--- config.mk ---
export PLATFORM = sky130hd
export DESIGN_NAME = ahbl_arbiter
export DESIGN_NICKNAME = d
export VERILOG_FILES = /design/src/rtl/ahbl_pkg.sv /design/src/rtl/ahbl_arbiter_prio.sv /design/src/rtl/onehot_mux.sv /design/src/rtl/ahbl_arbiter.sv
export SDC_FILE = /design/constraint.sdc
export NUM_CORES = 1
export LEC_CHECK = 0
export ABC_AREA = 0
export BUFFER_PORTS_ARGS = -buffer_cell sky130_fd_sc_hd__buf_2
export CORE_AREA = 5 5 129 131
export DETAILED_ROUTE_END_ITERATION = 7
export DIE_AREA = 0 0 134 136
export GPL_ROUTABILITY_DRIVEN = 0
export PLACE_DENSITY = 0.79
export SLEW_MARGIN = 40
export SYNTH_ARGS = -nofsm -noshare
export SYNTH_HDL_FRONTEND = slang
export SYNTH_SLANG_ARGS = --single-unit
export TNS_END_PERCENT = 20
--- constraint.sdc ---
create_clock -name clk -period 7.8 [get_ports clk]
set_clock_uncertainty 0.1 [all_clocks]
set_input_delay 1.56 -clock clk [delete_from_list [all_inputs] [get_ports clk]]
set_output_delay 1.56 -clock clk [all_outputs]
set_load 0.01 [all_outputs]
--- src/rtl/ahbl_pkg.sv ---
// Shared AHB-lite encodings: transfer types, response codes, transfer sizes.
package ahbl_pkg;

  typedef enum logic [1:0] {
    HTRANS_IDLE   = 2'b00,
    HTRANS_BUSY   = 2'b01,
    HTRANS_NONSEQ = 2'b10,
    HTRANS_SEQ    = 2'b11
  } htrans_e;

  localparam logic HRESP_OKAY  = 1'b0;
  localparam logic HRESP_ERROR = 1'b1;

  typedef enum logic [2:0] {
    HSIZE_BYTE  = 3'b000,
    HSIZE_HALF  = 3'b001,
    HSIZE_WORD  = 3'b010,
    HSIZE_DWORD = 3'b011
  } hsize_e;

  // Width of the non-address address-phase controls:
  // hwrite(1) + htrans(2) + hsize(3) + hburst(3) + hprot(4) + hmastlock(1).
  localparam int AP_CTRL_W = 14;

  // NONSEQ and SEQ both have htrans[1] set; IDLE and BUSY do not.
  function automatic logic htrans_active(input logic [1:0] htrans);
    return htrans[1];
  endfunction

endpackage

--- src/rtl/ahbl_arbiter_prio.sv ---
// One-hot priority selector. Search starts at index 'base' and wraps around;
// tie base to zero for plain lowest-index-wins priority.
module ahbl_arbiter_prio
  import ahbl_pkg::*;
#(
  parameter int N     = 2,
  parameter int W_IDX = (N > 1) ? $clog2(N) : 1
) (
  input  logic [N-1:0]     req,
  input  logic [W_IDX-1:0] base,
  output logic [N-1:0]     gnt
);

  localparam int SUM_W = W_IDX + 1;

  logic             found;
  logic [SUM_W-1:0] sum;
  logic [W_IDX-1:0] idx;

  // Walk the requesters starting from base and grant the first one found.
  always_comb begin
    gnt   = '0;
    found = 1'b0;
    sum   = '0;
    idx   = '0;
    for (int k = 0; k < N; k++) begin
      sum = {1'b0, base} + SUM_W'(k);
      if (sum >= SUM_W'(N)) begin
        sum = sum - SUM_W'(N);
      end
      idx = sum[W_IDX-1:0];
      if (!found && req[idx]) begin
        gnt[idx] = 1'b1;
        found    = 1'b1;
      end
    end
  end

endmodule

--- src/rtl/onehot_mux.sv ---
// Generic AND-OR multiplexer driven by a one-hot (or all-zero) select.
// An all-zero select yields an all-zero output.
module onehot_mux #(
  parameter int N = 2,
  parameter int W = 32
) (
  input  logic [N-1:0]   sel,
  input  logic [N*W-1:0] din,
  output logic [W-1:0]   dout
);

  // OR together every input lane that is enabled by its select bit.
  always_comb begin
    dout = '0;
    for (int i = 0; i < N; i++) begin
      dout = dout | (din[i*W +: W] & {W{sel[i]}});
    end
  end

endmodule

--- src/rtl/ahbl_arbiter.sv ---
// AHB-lite N:1 arbiter. Losing address phases are parked in a per-master
// buffer and replayed downstream; the losing master is stalled in its data
// phase until the replayed transfer completes.
// Optional build macro AHBL_ARBITER_ROUND_ROBIN_EN: rotating priority that
// starts one past the last committed master. Undefined: lowest index wins.
module ahbl_arbiter
  import ahbl_pkg::*;
#(
  parameter int N_PORTS = 2,
  parameter int W_ADDR  = 32,
  parameter int W_DATA  = 32
) (
  input  logic                       clk,
  input  logic                       rst_n,
  input  logic [N_PORTS-1:0]         src_hready,
  output logic [N_PORTS-1:0]         src_hready_resp,
  output logic [N_PORTS-1:0]         src_hresp,
  input  logic [N_PORTS*W_ADDR-1:0]  src_haddr,
  input  logic [N_PORTS-1:0]         src_hwrite,
  input  logic [N_PORTS*2-1:0]       src_htrans,
  input  logic [N_PORTS*3-1:0]       src_hsize,
  input  logic [N_PORTS*3-1:0]       src_hburst,
  input  logic [N_PORTS*4-1:0]       src_hprot,
  input  logic [N_PORTS-1:0]         src_hmastlock,
  input  logic [N_PORTS*W_DATA-1:0]  src_hwdata,
  output logic [N_PORTS*W_DATA-1:0]  src_hrdata,
  output logic                       dst_hready,
  input  logic                       dst_hready_resp,
  input  logic                       dst_hresp,
  output logic [W_ADDR-1:0]          dst_haddr,
  output logic                       dst_hwrite,
  output logic [1:0]                 dst_htrans,
  output logic [2:0]                 dst_hsize,
  output logic [2:0]                 dst_hburst,
  output logic [3:0]                 dst_hprot,
  output logic                       dst_hmastlock,
  output logic [W_DATA-1:0]          dst_hwdata,
  input  logic [W_DATA-1:0]          dst_hrdata
);

  localparam int W_AP  = W_ADDR + AP_CTRL_W;
  localparam int W_IDX = (N_PORTS > 1) ? $clog2(N_PORTS) : 1;

  logic [N_PORTS-1:0]      buf_valid;
  logic [N_PORTS-1:0]      gnt_d;
  logic [N_PORTS-1:0]      gnt_a;
  logic [N_PORTS-1:0]      req;
  logic [N_PORTS-1:0]      live_req;
  logic [N_PORTS-1:0]      commit;
  logic [W_AP-1:0]         buf_ap [N_PORTS];
  logic [N_PORTS*W_AP-1:0] live_ap;
  logic [N_PORTS*W_AP-1:0] cand_ap;
  logic [W_AP-1:0]         dst_ap;
  logic [W_IDX-1:0]        prio_base;

  // Pack each master's address phase and pick buffered or live as its candidate.
  always_comb begin
    live_ap  = '0;
    cand_ap  = '0;
    live_req = '0;
    req      = '0;
    for (int i = 0; i < N_PORTS; i++) begin
      live_ap[i*W_AP +: W_AP] = {src_haddr[i*W_ADDR +: W_ADDR], src_hwrite[i],
                                 src_htrans[i*2 +: 2], src_hsize[i*3 +: 3],
                                 src_hburst[i*3 +: 3], src_hprot[i*4 +: 4],
                                 src_hmastlock[i]};
      live_req[i] = !buf_valid[i] && src_hready[i] && htrans_active(src_htrans[i*2 +: 2]);
      req[i]      = buf_valid[i] || live_req[i];
      cand_ap[i*W_AP +: W_AP] = buf_valid[i] ? buf_ap[i] : live_ap[i*W_AP +: W_AP];
    end
  end

  ahbl_arbiter_prio #(
    .N     (N_PORTS),
    .W_IDX (W_IDX)
  ) u_prio (
    .req  (req),
    .base (prio_base),
    .gnt  (gnt_a)
  );

  assign commit = gnt_a & {N_PORTS{dst_hready_resp}};

`ifdef AHBL_ARBITER_ROUND_ROBIN_EN
  logic [W_IDX-1:0] rr_ptr;
  logic [W_IDX-1:0] rr_next;

  // Next search base is one past whichever master commits this cycle.
  always_comb begin
    rr_next = rr_ptr;
    for (int i = 0; i < N_PORTS; i++) begin
      if (commit[i]) begin
        rr_next = (i == N_PORTS - 1) ? '0 : W_IDX'(i + 1);
      end
    end
  end

  // Round-robin pointer register.
  always_ff @(posedge clk) begin
    if (!rst_n) begin
      rr_ptr <= '0;
    end else begin
      rr_ptr <= rr_next;
    end
  end

  assign prio_base = rr_ptr;
`else
  assign prio_base = '0;
`endif

  // Data-phase owner follows the granted master whenever the slave is ready;
  // a live request that fails to commit is parked, a committed one is released.
  always_ff @(posedge clk) begin
    if (!rst_n) begin
      gnt_d     <= '0;
      buf_valid <= '0;
    end else begin
      if (dst_hready_resp) begin
        gnt_d <= gnt_a;
      end
      for (int i = 0; i < N_PORTS; i++) begin
        if (commit[i]) begin
          buf_valid[i] <= 1'b0;
        end else if (live_req[i]) begin
          buf_valid[i] <= 1'b1;
        end
      end
    end
  end

  // Buffer payload needs no reset; it is only read while buf_valid is set.
  always_ff @(posedge clk) begin
    for (int i = 0; i < N_PORTS; i++) begin
      if (live_req[i] && !commit[i]) begin
        buf_ap[i] <= live_ap[i*W_AP +: W_AP];
      end
    end
  end

  onehot_mux #(
    .N (N_PORTS),
    .W (W_AP)
  ) u_ap_mux (
    .sel  (gnt_a),
    .din  (cand_ap),
    .dout (dst_ap)
  );

  assign {dst_haddr, dst_hwrite, dst_htrans, dst_hsize,
          dst_hburst, dst_hprot, dst_hmastlock} = dst_ap;

  onehot_mux #(
    .N (N_PORTS),
    .W (W_DATA)
  ) u_wdata_mux (
    .sel  (gnt_d),
    .din  (src_hwdata),
    .dout (dst_hwdata)
  );

  // Data-phase owner sees the slave's ready/response; a parked master is stalled.
  always_comb begin
    src_hready_resp = '0;
    src_hresp       = '0;
    for (int i = 0; i < N_PORTS; i++) begin
      src_hready_resp[i] = gnt_d[i] ? dst_hready_resp : !buf_valid[i];
      src_hresp[i]       = gnt_d[i] & dst_hresp;
    end
  end

  assign dst_hready = dst_hready_resp;
  assign src_hrdata = {N_PORTS{dst_hrdata}};

endmodule

==> results.ini <==
[status]
outcome = completed

[routing]
drt_iter0_drc = 200
post_drt_wl_per_cell_um = 22.3
avgViaCountPerCell = 5.54
vias = 4377
drt_pass1_iterations = 4
drc = 0
ant_nets = 0
finalWirelength_mm = 17.6

[layout]
mostFrequentLayoutCell = buf_2
drive_above_1_share = 0.487
multiInputGateArea_um2 = 1970
diodes = 0
syn2layout_area_growth_pct = 19.9
regArea_um2 = 2850
fin_nets = 787
layout_common_cells = buf_2, edfxtp_1, mux2i_1, nand2_1, nand4b_1
final_cells = 790
fillers = 1490
post-route-util = 0.430

[power]
switching_power_uw = 339
p_seq_frac = 0.482
p_leak_uw = 0.00258
power.internal_uw = 902
pwr-share-comb = 0.174
power_frac_clock = 0.344
powerDensity_nw_per_um2 = 187
switching_share = 0.273
ir_drop_v = 0.000124

[die]
start_util = 0.358
core_um2 = 15500
core.rowCount = 46
die_area_um2 = 18200
io_pins = 341
die_w_um = 134
die_h_um = 136

[setup_path]
crit_type = in -> out
crit_path_end_kind = output pin
startpoint_type = input port
cp.depth = 5
crit_path_top_delay_cell = a21o_4
path_buf_inv = 3
crit_chain = buf_2, buf_4, a21o_4, o311ai_0, buf_2
max_stage_delay_ns = 0.61
required_ns = 6.14
cp_common_cell = buf_2
critPathTopFamily = compound AO/OA/AOI/OAI gates
worst-path-max-fanout = 49
cp.arrival_ns = 3.20
rr_worst_depth = 4

[synthesis]
synth_area_um2 = 5550
avgSynthCellArea_um2 = 12.6
synth_seq_cells = 96
yosysWarnings = 0
ys_types = 26
synth_edf_count = 92
synthCells = 440
synth-main-ff-cell = edfxtp_1
synth_async_sr_flop_share = 0
synth_nets = 634
ys_seq_area_frac = 0.513

[clock_tree]
clk_pin_slew_ns = 0.07
numCtsBuffers = 9
cts_buffer_depth = 2
cts_resized = 0
cts-hold-fix-buffers = 0
ctsRootBufferMaster = clkbuf_16
worstSkewPairLatency_ns = 0.34
cts_tree = done
htreeDepth = 3
clkSinkCount = 96
post_cts_buffers = 0

[sta]
maxSlewViolCount = 0
min_period_over_period = 0.624
period_needed_ns = 4.86
rsz0062_at_grt = no
setup_viol = 0
finalHoldViolations = 0
worst_hold_slack_ns = 0.686
fin_tns_setup_ns = 0
slew_headroom = 0.452
worst_slew_pin_slew_ns = 0.822
fmax_mhz = 206

[grt]
grt_usage = 0.185
grt_max_degree = 95
grt_pass1_wl_mm = 26.0
grt_pass1_vias = 4521
grt_antenna_before_repair = 3
grt_overflow_total = 0

[placed_design]
io_buffers = 244
dp_hpwl_mm = 13.3
placed_cells = 774

[job]
max_cap_viol_count = 0

[worst_hold_path]
min_path_cells = 2
hp-class = reg -> reg

==> cell families after synthesis <==
family | share of synthesized area
AO/OA/AOI/OAI | 0.153
buffers and inverters | 0.138
flip-flops | 0.513
multiplexers | 0.0866
AND/OR/NAND/NOR | 0.110
==> power by group through the flow <==
stage | clock network [uW] | logic [uW] | registers, uW
after floorplan | 0 | 156 | 601
after global placement | 0 | 208 | 612
after detailed placement | 0 | 217 | 610
after CTS | 441 | 218 | 598
after global routing | 459 | 234 | 600
final | 427 | 216 | 598
==> layout make-up <==
cell class	instances	area share
Multi-Input combinational cell	232	0.297
Clock inverter	7	0.00828
Sequential cell	96	0.429
Tap cell	192	0.0361
Inverter	2	0.00113
Timing Repair Buffer	252	0.195
Clock buffer	9	0.0339
==> worst min-delay path, delay by kind of cell (launching register included) <==
| kind | cells | cell delay, ns |
|---|---|---|
| AOI/OAI and AO/OA | 1 | 0.06 |
| and+or+nand+nor | 1 | 0.17 |
| DFF | 1 | 0.52 |
==> state kept, by name (all words and copies together) (netlist names) <==
name and count:
buf_ap 92, gnt_d 2, buf_valid 2
==> path summary, 6_finish.rpt <==
path         slack (ns)          start            end
min                0.69       gnt_d[0]       gnt_d[0]
max reg2reg        5.02   buf_valid[0]  buf_ap[0][80]
min reg2reg        0.69       gnt_d[0]       gnt_d[0]
max                2.94  src_htrans[1]  dst_htrans[0]
==> synthesized netlist by cell type, types with 2 or more instances <==
cell | count | area [um2]
a22o_1 | 32 | 280
o311ai_2 | 14 | 228
clkbuf_1 | 24 | 90.1
edfxtp_1 | 92 | 2760
buf_1 | 2 | 7.51
nand3b_1 | 2 | 15.0
inv_1 | 2 | 7.51
buf_2 | 7 | 35.0
o311ai_1 | 15 | 131
dfxtp_1 | 4 | 80.1
buf_4 | 69 | 518
nor2_1 | 2 | 7.51
buf_6 | 5 | 56.3
nand4b_1 | 45 | 394
nand2_1 | 47 | 176
buf_8 | 2 | 30.0
and2_1 | 2 | 12.5
o311ai_0 | 17 | 149
a211oi_1 | 3 | 22.5
mux2i_1 | 48 | 480
==> per-stage QoR <==
step                power [uW]  setup WS [ns]  area (um2)
finish                    1240           2.94        6650
global route              1290           2.82        6650
CTS                       1260           2.92        6650
detailed placement         827           2.95        6370
global placement           820           2.59        6330
floorplan                  757           1.86        5550
==> routing by layer <==
metal,routed length (um),vias to the layer above,global-route usage
met1,7320,2105,0.238
met5,39,-,0
met2,8400,257,0.301
met3,1630,28,0.0666
li1,-,1981,-
met4,212,6,0.0411
Note: power is estimated with default switching activity, not from simulation.
